==> src/rtl/rv32i_pkg.sv <==
// Shared RV32I encodings for the ALU and branch comparator.
// The EX control decoder uses the same constants.
package rv32i_pkg;

  localparam int unsigned XLEN = 32;

  localparam logic [3:0] ALU_ADD    = 4'b0000;
  localparam logic [3:0] ALU_SLL    = 4'b0001;
  localparam logic [3:0] ALU_SLT    = 4'b0010;
  localparam logic [3:0] ALU_SLTU   = 4'b0011;
  localparam logic [3:0] ALU_XOR    = 4'b0100;
  localparam logic [3:0] ALU_SRL    = 4'b0101;
  localparam logic [3:0] ALU_OR     = 4'b0110;
  localparam logic [3:0] ALU_AND    = 4'b0111;
  localparam logic [3:0] ALU_SUB    = 4'b1000;
  localparam logic [3:0] ALU_PASS_B = 4'b1001;
  localparam logic [3:0] ALU_JALR   = 4'b1010;
  localparam logic [3:0] ALU_SRA    = 4'b1101;

  localparam logic [2:0] BR_EQ     = 3'b000;
  localparam logic [2:0] BR_NE     = 3'b001;
  localparam logic [2:0] BR_ALWAYS = 3'b010;
  localparam logic [2:0] BR_NEVER  = 3'b011;
  localparam logic [2:0] BR_LT     = 3'b100;
  localparam logic [2:0] BR_GE     = 3'b101;
  localparam logic [2:0] BR_LTU    = 3'b110;
  localparam logic [2:0] BR_GEU    = 3'b111;

endpackage

==> src/rtl/ex_alu.sv <==
// Combinational RV32I ALU; undefined opcodes produce zero.
module ex_alu
  import rv32i_pkg::*;
(
  input  logic [XLEN-1:0] a,
  input  logic [XLEN-1:0] b,
  input  logic [3:0]      alu_op,
  output logic [XLEN-1:0] y
);

  logic [4:0]      shamt;
  logic [XLEN-1:0] sum;

  assign shamt = b[4:0];
  assign sum   = a + b;

  always_comb begin
    y = '0;
    unique case (alu_op)
      ALU_ADD:    y = sum;
      ALU_SUB:    y = a - b;
      ALU_SLL:    y = a << shamt;
      ALU_SLT:    y = {31'b0, $signed(a) < $signed(b)};
      ALU_SLTU:   y = {31'b0, a < b};
      ALU_XOR:    y = a ^ b;
      ALU_SRL:    y = a >> shamt;
      ALU_SRA:    y = $unsigned($signed(a) >>> shamt);
      ALU_OR:     y = a | b;
      ALU_AND:    y = a & b;
      ALU_PASS_B: y = b;
      ALU_JALR:   y = {sum[XLEN-1:1], 1'b0};
      default:    y = '0;
    endcase
  end

endmodule

==> src/rtl/ex_stage.sv <==
// RV32I execute stage: operand muxes, ALU, branch resolution and the EX/MEM register.
// The branch/jump target is the ALU result, so redirect_pc aliases alu_result.
module ex_stage
  import rv32i_pkg::*;
(
  input  logic             clk,
  input  logic             rst,
  input  logic             in_valid,
  input  logic             stall,
  input  logic             flush,
  input  logic [XLEN-1:0]  pc,
  input  logic [XLEN-1:0]  rs1_data,
  input  logic [XLEN-1:0]  rs2_data,
  input  logic [XLEN-1:0]  imm,
  input  logic             a_sel,
  input  logic             b_sel,
  input  logic [3:0]       alu_op,
  input  logic [2:0]       branch_alu_op,
  input  logic [4:0]       rd_in,
  output logic             out_valid,
  output logic [XLEN-1:0]  alu_result,
  output logic [XLEN-1:0]  store_data,
  output logic [4:0]       rd_out,
  output logic [XLEN-1:0]  pc_plus4,
  output logic             redirect,
  output logic [XLEN-1:0]  redirect_pc,
  output logic             misaligned
);

  logic [XLEN-1:0] op_a, op_b, alu_y;
  logic            taken;
  logic            redirect_d;

  logic            valid_q, redirect_q, misaligned_q;
  logic [XLEN-1:0] alu_q, store_q, pc4_q;
  logic [4:0]      rd_q;

  assign op_a = a_sel ? pc  : rs1_data;
  assign op_b = b_sel ? imm : rs2_data;

  ex_alu u_alu (
    .a      (op_a),
    .b      (op_b),
    .alu_op (alu_op),
    .y      (alu_y)
  );

  // Conditions always compare the register sources, whatever the operand muxes select.
  always_comb begin
    taken = 1'b0;
    unique case (branch_alu_op)
      BR_EQ:     taken = (rs1_data == rs2_data);
      BR_NE:     taken = (rs1_data != rs2_data);
      BR_LT:     taken = ($signed(rs1_data) <  $signed(rs2_data));
      BR_GE:     taken = ($signed(rs1_data) >= $signed(rs2_data));
      BR_LTU:    taken = (rs1_data <  rs2_data);
      BR_GEU:    taken = (rs1_data >= rs2_data);
      BR_ALWAYS: taken = 1'b1;
      BR_NEVER:  taken = 1'b0;
      default:   taken = 1'b0;
    endcase
  end

  assign redirect_d = in_valid & taken;

  always_ff @(posedge clk or posedge rst) begin
    if (rst) begin
      valid_q      <= 1'b0;
      redirect_q   <= 1'b0;
      misaligned_q <= 1'b0;
      alu_q        <= '0;
      store_q      <= '0;
      pc4_q        <= '0;
      rd_q         <= '0;
    end else if (flush) begin
      // Data registers are don't-care after a flush; only the flags are cleared.
      valid_q      <= 1'b0;
      redirect_q   <= 1'b0;
      misaligned_q <= 1'b0;
    end else if (!stall) begin
      valid_q      <= in_valid;
      redirect_q   <= redirect_d;
      misaligned_q <= redirect_d & (alu_y[1:0] != 2'b00);
      alu_q        <= alu_y;
      store_q      <= rs2_data;
      pc4_q        <= pc + 32'd4;
      rd_q         <= rd_in;
    end
  end

  assign out_valid   = valid_q;
  assign redirect    = redirect_q;
  assign misaligned  = misaligned_q;
  assign alu_result  = alu_q;
  assign redirect_pc = alu_q;
  assign store_data  = store_q;
  assign pc_plus4    = pc4_q;
  assign rd_out      = rd_q;

endmodule

==> config.mk <==
export PLATFORM = sky130hd
export DESIGN_NAME = ex_stage
export DESIGN_NICKNAME = d
export VERILOG_FILES = /design/src/rtl/rv32i_pkg.sv /design/src/rtl/ex_alu.sv /design/src/rtl/ex_stage.sv
export SDC_FILE = /design/constraint.sdc
export NUM_CORES = 1
export LEC_CHECK = 0
export BUFFER_PORTS_ARGS = -buffer_cell sky130_fd_sc_hd__buf_2
export CELL_PAD_IN_SITES_DETAIL_PLACEMENT = 1
export CELL_PAD_IN_SITES_GLOBAL_PLACEMENT = 1
export CORE_MARGIN = 2
export CORE_UTILIZATION = 40
export DETAILED_ROUTE_END_ITERATION = 12
export PLACE_DENSITY = 0.88
export SLEW_MARGIN = 20
export SYNTH_ARGS = -nofsm -noshare
export SYNTH_HDL_FRONTEND = slang
export SYNTH_HIERARCHICAL = 1
export SYNTH_SLANG_ARGS = --single-unit
==> constraint.sdc <==
create_clock -name clk -period 4.25 [get_ports clk]
set_input_delay 1.0625 -clock clk [delete_from_list [all_inputs] [get_ports clk]]
set_output_delay 1.0625 -clock clk [all_outputs]
set_load 0.01 [all_outputs]
==> qor.yml <==
synth_cell_type_count: 93
placed_area_um2: 19700
synth-seq-area-share: 0.178
hp-class: "reg2reg"
cts_tree: "built"
vias: 19200
crit_chain: "buf_12, mux2_4, ha_4, fa_2, or3_4, a31oi_4, a311oi_4, a2111oi_4, or4_4, nand3_4, buf_6, and2_4, a221o_1, a221o_1, mux2_4"
place_ws_ns: -0.965
cts.sink_count: 104
overflow: 0
syn_avg_cell_area_um2: 7.62
start_util: 0.403
violations: "negative setup slack"
slew_headroom: 0.397
grt_first_pass_wirelength_um: 119000
place_hpwl_um: 62000
antenna_found_initial: 4
drtIter0Drc: 1722
cp.required_ns: 4.53
synth-seq-cells: 104
vias_per_cell: 6.32
max_freq_mhz: 221
pwr-share-comb: 0.640
grt_pass1_vias: 20300
cp.arrival_ns: 4.81
coreArea_um2: 36300
postRouteAntennaNets: 0
final_cell_area_um2: 21300
hold_viol: 0
layout_commonest_cell: "buf_4"
drv_slew: 0
ios: 283
holdBufCountCts: 0
htreeDepth: 3
insertion_delay_ns: 0.40
clk_pin_slew_ns: 0.08
layout_common_cells: "buf_4 (473), buf_2 (280), nor2_1 (214), a21oi_1 (153), nand2_1 (151)"
dieArea_um2: 38200
slowest_stage: "a2111oi_4"
drive_gt1_frac: 0.440
yosys_warnings: 6
grt_use_met1: 0.442
syn_to_final_growth_pct: 45.4
p_sw_frac: 0.456
die_w_um: 195
instances_no_fill: 3038
die_h_um: 195
final.setup_skew_ns: 0
clockBufferDepth: 2
dp.cells: 2991
grt_max_degree: 129
setup_viol: 15
slowest_delay_ns: 0.43
status: "complete, but fails checks"
crit_type: "in2reg"
fin_nets: 2848
rsz0062_at_grt: "true"
wirelength_um: 82900
crit_fanout: 3
firstDrtPassIters: 6
cts_root_buf: "clkbuf_16"
critical_path.top_delay_family: "compound AO/OA/AOI/OAI gates"
endpoint_kind: "flip-flop"
tightest_slew_ns: 0.894
worst_slack_ns: -0.275
finalCriticalPeriod_ns: 4.53
synth_nets: 2208
netlist_area_um2: 14700
cellPowerDensity_nw_per_um2: 288
syn_inst: 1923
p_leak_nw: 9.99
intPower_w: 0.00334
routedWlPerCell_um: 27.3
async_reset_ff_frac: 1.00
period_share: 1.06
seqPwrFrac: 0.214
synthFlopType: "dfrtp_1"
cp-start-kind: "primary input"
power_w: 0.00615
remaining_drc_errors: 0
io_buffer_count: 282
track_usage: 0.404
path_buf_inv: 2
cap_violations: 0
fin_util: 0.586
peakVddDrop_mv: 0.223
met3_usage: 0.0698
grt-busiest-layer: "met2"
cts_buffers: 9
grtUsageMet2: 0.704
place.gp.congestion: 0.983
synth-edff-count: 0
std_cell_rows: 70
p_switching_w: 0.00281
pwr-share-clk: 0.147
## power by group through the flow
stage | clock (W) | sequential (W) | combinational, W
5_1_grt | 0.000943 | 0.00134 | 0.00412
4_1_cts | 0.000908 | 0.00132 | 0.00358
6_report | 0.000901 | 0.00131 | 0.00393
2_1_floorplan | 0 | 0.00140 | 0.00177
3_5_place_dp | 0 | 0.00133 | 0.00342
3_3_place_gp | 0 | 0.00131 | 0.00329
## path summary, 6_finish.rpt
| check | from | end | slack (ns) | depth (start not counted) |
|---|---|---|---|---|
| setup / recovery | b_sel | alu_result[20] | -0.28 | 15 |
| hold / removal | store_data[7] | store_data[7] | 0.51 | 1 |
| setup reg to reg | alu_result[0] | alu_result[0] | 3.39 | 1 |
| hold reg to reg | store_data[7] | store_data[7] | 0.51 | 1 |
| max in group asynchronous | rst | alu_result[31] | 2.64 | 3 |
| min in group asynchronous | rst | store_data[1] | 0.81 | 2 |
## metal layers
metal  up-vias  part of all wire
li1       8242                 -
met1      9417              0.36
met2      1119              0.48
met3       419             0.071
met4         4             0.088
met5         -           0.00035
## what timing repair did
action | 4_1_cts | 5_1_grt
gates resized for setup | 127 | 137
cloned | 1 | 1
pin swaps | 34 | 59
endpoints found under the setup margin | 26 | 22
endpoints found under the hold margin | 0 | 0
buffers inserted | 8 | 21
## kinds of logic (layout without fill, tap and decap cells)
kind of cell    count (synthesis)  in the layout  share of synthesized area
other cells                     0              2                          0
mux                           186            186                      0.143
fa+ha+maj                     138            138                      0.119
flops                         104            104                      0.178
compound gates                615            615                      0.274
xor+xnor                       34             34                     0.0203
buf+inv                       288            933                     0.0906
simple gates                  558            558                      0.176
## stage by stage
step | setup TNS [ns] | hold WS (ns)
floorplan | -6.93 | 0.514
global placement | -15.70 | 0.466
detailed placement | -19.30 | 0.492
CTS | -1.62 | 0.511
global route | -3.77 | 0.535
finish | -2.27 | 0.514
## registers in the layout (all words and copies together) (netlist names)
signal	flops
store_data	32
alu_result	32
out_valid	1
rd_out	5
redirect	1
pc_plus4	32
misaligned	1
## cell usage after synthesis, types with 12 or more instances
| master | instances | share of area |
|---|---|---|
| o211ai_1 | 34 | 0.017 |
| a221oi_1 | 19 | 0.011 |
| nand3_1 | 34 | 0.012 |
| buf_2 | 12 | 0.0041 |
| xor2_1 | 21 | 0.013 |
| o31ai_1 | 14 | 0.0072 |
| a31oi_1 | 12 | 0.0051 |
| ha_1 | 136 | 0.12 |
| xnor2_1 | 13 | 0.0078 |
| nor3_1 | 24 | 0.0082 |
| a211oi_1 | 30 | 0.015 |
| buf_4 | 36 | 0.018 |
| dfrtp_1 | 104 | 0.18 |
| o22ai_1 | 17 | 0.0073 |
| o21bai_1 | 16 | 0.0082 |
| nand2b_1 | 13 | 0.0055 |
| nand2_1 | 155 | 0.040 |
| a21o_1 | 19 | 0.0097 |
| mux2_2 | 133 | 0.10 |
| mux2i_1 | 47 | 0.032 |
| buf_1 | 17 | 0.0044 |
| a22oi_1 | 19 | 0.0097 |
| nand4_1 | 24 | 0.010 |
| a21oi_1 | 177 | 0.060 |
| o2111ai_1 | 13 | 0.0078 |
| o21ai_0 | 150 | 0.051 |
| inv_1 | 122 | 0.031 |
| clkbuf_1 | 86 | 0.022 |
| nor2_1 | 219 | 0.056 |
| a221o_1 | 14 | 0.0096 |
| nor4_1 | 12 | 0.0051 |
| o221ai_1 | 14 | 0.0084 |
| nor2b_1 | 14 | 0.0060 |
## cell type report
type | instances | area [µm²]
Sequential cell | 104 | 2600
Fill cell | 4490 | 15000
Timing Repair Buffer | 792 | 5560
Multi-Input combinational cell | 1531 | 11800
Clock inverter | 6 | 60.1
Tap cell | 468 | 586
Inverter | 125 | 489
Clock buffer | 10 | 229
Antenna cell | 2 | 5.00
Power figures use the tool's default switching activity.
